==> config.mk <==
export PLATFORM = sky130hd
export DESIGN_NAME = async_fifo
export DESIGN_NICKNAME = d
export VERILOG_FILES = /design/src/rtl/async_fifo_pkg.sv /design/src/rtl/async_fifo_sync2.sv /design/src/rtl/async_fifo.sv
export SDC_FILE = /design/constraint.sdc
export NUM_CORES = 1
export LEC_CHECK = 0
export CAP_MARGIN = 20
export CORE_MARGIN = 1
export CORE_UTILIZATION = 25
export CTS_CLUSTER_DIAMETER = 30
export CTS_CLUSTER_SIZE = 30
export DETAILED_ROUTE_END_ITERATION = 6
export PLACE_DENSITY = 0.36
export SYNTH_ARGS = -nofsm -noshare
export SYNTH_HDL_FRONTEND = slang
export SYNTH_SLANG_ARGS = --single-unit
==> constraint.sdc <==
create_clock -name clk -period 2.55 [get_ports clk]
set_clock_uncertainty 0.05 [all_clocks]
set_input_delay 0.51 -clock clk [delete_from_list [all_inputs] [get_ports clk]]
set_output_delay 0.51 -clock clk [all_outputs]
set_load 0.02 [all_outputs]
==> src/rtl/async_fifo_pkg.sv <==
// Shared defaults and pointer helpers for the circular-buffer FIFO.
package async_fifo_pkg;

  localparam int DEFAULT_RAM_WIDTH  = 8;
  localparam int DEFAULT_ADDR_WIDTH = 4;

  // Wide enough for any practical pointer; callers truncate to their width.
  function automatic logic [31:0] bin2gray(input logic [31:0] bin);
    return bin ^ (bin >> 1);
  endfunction

endpackage

==> src/rtl/async_fifo_sync2.sv <==
// Two-flop pointer synchronizer with a synchronous active-low clear.
module fifo_sync2 #(
  parameter int WIDTH = 5
) (
  input  logic             clk,
  input  logic             clr_n,
  input  logic [WIDTH-1:0] d,
  output logic [WIDTH-1:0] q
);

  logic [WIDTH-1:0] s1_q, s1_d;
  logic [WIDTH-1:0] s2_q, s2_d;

  always_comb begin
    s1_d = d;
    s2_d = s1_q;
  end

  always_ff @(posedge clk) begin
    if (!clr_n) begin
      s1_q <= '0;
      s2_q <= '0;
    end else begin
      s1_q <= s1_d;
      s2_q <= s2_d;
    end
  end

  assign q = s2_q;

endmodule

==> src/rtl/async_fifo.sv <==
// Circular-buffer FIFO whose pointers cross sides through Gray-coded
// synchronizers, so it can later be split across two clocks unchanged.
module async_fifo
  import async_fifo_pkg::*;
#(
  parameter int RAM_WIDTH  = DEFAULT_RAM_WIDTH,
  parameter int ADDR_WIDTH = DEFAULT_ADDR_WIDTH
) (
  input  logic                 clk,
  input  logic                 rst_n,
  input  logic                 w_rst,
  input  logic                 r_rst,
  input  logic                 w_req,
  input  logic [RAM_WIDTH-1:0] w_data,
  input  logic                 r_req,
  output logic [RAM_WIDTH-1:0] r_data,
  output logic                 w_full,
  output logic                 r_empty
);

  localparam int DEPTH = 1 << ADDR_WIDTH;
  localparam int PW    = ADDR_WIDTH + 1;

  logic                 w_clr_n, r_clr_n;
  logic                 w_en, r_en;
  logic [PW-1:0]        wptr_q, wptr_d;
  logic [PW-1:0]        rptr_q, rptr_d;
  logic [RAM_WIDTH-1:0] r_data_q, r_data_d;
  logic [PW-1:0]        wgray, rgray;
  logic [PW-1:0]        wg_s2, rg_s2;
  logic [RAM_WIDTH-1:0] mem [DEPTH];

  assign w_clr_n = rst_n & w_rst;
  assign r_clr_n = rst_n & r_rst;

  assign w_en = w_req && !w_full;
  assign r_en = r_req && !r_empty;

  always_comb begin
    wptr_d   = wptr_q + PW'(w_en);
    rptr_d   = rptr_q + PW'(r_en);
    r_data_d = r_en ? mem[rptr_q[ADDR_WIDTH-1:0]] : r_data_q;
  end

  always_ff @(posedge clk) begin
    if (!w_clr_n) begin
      wptr_q <= '0;
    end else begin
      wptr_q <= wptr_d;
    end
  end

  // RAM contents survive every reset; only accepted writes touch them.
  always_ff @(posedge clk) begin
    if (w_clr_n && w_en) begin
      mem[wptr_q[ADDR_WIDTH-1:0]] <= w_data;
    end
  end

  always_ff @(posedge clk) begin
    if (!r_clr_n) begin
      rptr_q   <= '0;
      r_data_q <= '0;
    end else begin
      rptr_q   <= rptr_d;
      r_data_q <= r_data_d;
    end
  end

  assign wgray = PW'(bin2gray(32'(wptr_q)));
  assign rgray = PW'(bin2gray(32'(rptr_q)));

  fifo_sync2 #(.WIDTH(PW)) u_wg_sync (
    .clk   (clk),
    .clr_n (r_clr_n),
    .d     (wgray),
    .q     (wg_s2)
  );

  fifo_sync2 #(.WIDTH(PW)) u_rg_sync (
    .clk   (clk),
    .clr_n (w_clr_n),
    .d     (rgray),
    .q     (rg_s2)
  );

  // Full when the write pointer is exactly one lap ahead of the synced read pointer.
  assign r_empty = (rgray == wg_s2);
  assign w_full  = (wgray == {~rg_s2[ADDR_WIDTH:ADDR_WIDTH-1], rg_s2[ADDR_WIDTH-2:0]});
  assign r_data  = r_data_q;

endmodule

==> flow_summary.yaml <==
floorplanning:
  die_area_um2: 26540
  die_width_um: 162.9
  placement_row_count: 58
  design.core.area_um2: 25250
  io_pins: 24
  die_height_um: 162.9
  floorplan.initialDensity_pct: 25.63
final_layout:
  syn2layout_area_growth_pct: 22.81
  seq_area_um2: 4608
  drive_above_1_share_pct: 22.75
  insertedDiodeCount: 0
  final_design_area_no_fill_um2: 7949
  multi_input_comb_area_um2: 1759
  nFillCells: 2452
  fin_nets: 438
yosys:
  synth_top_cell_by_area: "edfxtp_1"
  synth_enable_flop_cells: 128
  post_synth_and_or_nand_nor_area_fraction_pct: 5.896
  synth_largest_type_area_fraction_pct: 59.39
  syn-instance-count: 353
  post_synth_num_cell_types: 26
  synth-async-reset-ratio_pct: 0
  synth_sequential_area_ratio_pct: 71.14
  synth_top_cells_by_area: "edfxtp_1 (59%), dfxtp_1 (12%), mux4_2 (8.4%)"
  synth.cell_area_um2: 6472
  synth_fp_nets: 382
  synthAdderAreaFrac_pct: 2.900
  post_synth_most_frequent_cells: "edfxtp_1 (128), dfxtp_1 (38), and3_1 (37)"
  synth-warning-count: 0
  synth_seq_cells: 166
  synth_xor_area_share_pct: 2.996
  synth_compound_gate_area_share_pct: 3.634
  synth.most_common_cell: "edfxtp_1"
  largest_family_of_logic_cells_by_synthesized_area: "multiplexers"
  syn_avg_cell_area_um2: 18.34
  post_synth_mux_area_share_pct: 11.60
  synth-main-ff-cell: "edfxtp_1"
pwr:
  pwr_density_cell_nw_per_um2: 701.4
  intPower_mw: 4.411
  combPwrFrac_pct: 2.1
  worst_ir_drop_vdd_mv: 0.4214
  cellLeakagePower_nw: 2.754
  p_seq_share_pct: 52.3
  netSwitchingPower_mw: 1.165
  switching_share_pct: 20.89
  share_of_total_power_in_the_clock_network_pct: 45.5
timing:
  final-max-slew-violation-count: 0
  setup_tns_final_ns: 0
  finalHoldViolations: 0
  finalCriticalPeriod_ns: 2.361
  grt_setup_unrepaired: "no"
  timing.max_slew.rel_slack_pct: 51.82
  timing.fmax_mhz: 423.6
  min_period_over_period_pct: 92.57
  timing_worst_slew_pin_value_ns: 0.7200
  timing.final.setup_violations: 0
clock_network:
  cts_tree: "yes"
  clock_insertion_delay_worst_skew_ns: 0.42
  cts_max_path_buffers: 2
  inserted_clock_buffers: 17
  cts.clk_slew.worst_paths_ns: 0.06
  cts_setup_buffers: 0
  cts-root-buf: "clkbuf_16"
  clock_sink_count: 166
  htree_num_levels: 4
global_routing:
  grt_total_ovfl: 0
  first_pass_grt_wire_length_um: 22320
  grt.total_usage_pct: 12.03
  number_of_global_route_vias_before_repair: 3467
  grt_start_max_net_pins: 34
  grt_antenna_before_repair: 0
routing:
  detail_route.wirelength_um: 14930
  drt_first_pass_iters: 4
  drc: 0
  vias_per_cell: 4.270
  wl_per_cell_um: 19.86
  dr.first_iter.drc_count: 221
  antenna_left: 0
  routed-via-count: 3211
setup_path:
  crit_required_ns: 1.99
  worst-endpoint-arrival_ns: 1.80
  critical_path.endpoint_type: "output port"
  crit_fanout: 5
  worst_setup_path_start_kind: "flip-flop"
  timing_worst_setup_path_type: "reg2out"
placement:
  placed_area_um2: 7366
  port_buffers: 23
  gp_congestion: 0.6866
  dp_hpwl_um: 9415
flow_run:
  max_cap_viols: 0
min_path:
  worst_hold_path_type: "reg2reg"
outcome:
  run_status: "finished clean"
==> timing repair <==
item / CTS / global route
pin swaps: 1 / 1
endpoints found under the setup margin: 2 / 2
hold buffers: 0 / 0
resized for setup: 7 / 4
cloned: 0 / 0
==> cells in the final DEF (no fill, tap or decap), types with 9 or more instances in the layout <==
cell type	netlist	routed
buf_12	0	9
clkdlybuf4s50_1	0	21
clkbuf_16	0	17
edfxtp_1	128	128
and3_1	37	37
nand2_1	15	15
xnor2_1	12	11
buf_4	0	23
nor2_1	12	11
ha_1	15	15
mux4_2	24	24
a22oi_1	16	16
dfxtp_1	38	35
==> kinds of logic (layout without fill, tap and decap cells) <==
kind of cell	count (synthesis)	in the layout
adders and majority gates	15	15
muxes	32	32
AOI/OAI and AO/OA	27	27
buffers and inverters	22	91
and+or+nand+nor	72	72
xor gates and xnor gates	19	19
DFF	166	166
==> path summary, 6_finish.rpt <==
kind	startpoint	to	slack, ns	cells past startpoint
hold / removal	u_wg_sync.s1_q[4]	u_wg_sync.q[4]	0.42	1
setup / recovery	wptr_q[1]	w_full	0.19	6
setup reg to reg	wptr_q[1]	mem[8][4]	0.22	7
hold reg to reg	u_wg_sync.s1_q[4]	u_wg_sync.q[4]	0.42	1
==> per-layer routing <==
layer | track usage [%] | share of wire, %
met1 | 16.66 | 51
met4 | 3.823 | 0.81
met2 | 18.72 | 47
met3 | 2.546 | 1.6
met5 | 0 | 0
==> worst max-delay path: stages (launching register included) <==
cell and delay [ns]:
dfxtp_2 0.37, inv_1 0.07, ha_1 0.33, xnor2_2 0.15, nand4_1 0.15, nor2_2 0.13, buf_2 0.18
==> registers in the layout, summed over array words and instances (netlist names) <==
register	cells
rptr_q	5
u_rg_sync.q	5
u_wg_sync.q	5
mem	128
r_data	8
wptr_q	5
u_wg_sync.s1_q	5
u_rg_sync.s1_q	5
==> area by class of cell <==
| type | instances | area share (%) |
|---|---|---|
| sequential | 166 | 57.97 |
| multi-input combinational | 165 | 22.13 |
| timing repair buffer | 55 | 7.209 |
| clock buffer | 18 | 5.399 |
| tap | 330 | 5.194 |
| clock inverter | 14 | 1.905 |
| inverter | 4 | 0.1889 |
==> stage by stage <==
step	cells	total power [mW]	setup slack [ns]	hold slack (ns)	utilization [%]
after floorplan	353	3.013	0.2255	0.3936	-
after global placement	720	3.095	0.09343	0.3993	29.17
final	752	5.576	0.1894	0.4211	31.48
after global routing	752	5.759	0.007048	0.4417	31.48
after CTS	752	5.640	0.01862	0.4238	31.46
after detailed placement	720	3.098	0.03071	0.4011	29.17
==> power by group through the flow <==
stage	Sequential, mW	Combinational, mW	Clock (mW)
2_1_floorplan	2.98	0.0364	0
3_3_place_gp	2.98	0.119	0
3_5_place_dp	2.98	0.122	0
4_1_cts	2.92	0.121	2.60
5_1_grt	2.92	0.132	2.71
6_report	2.92	0.119	2.54
Power figures use the tool's default switching activity.
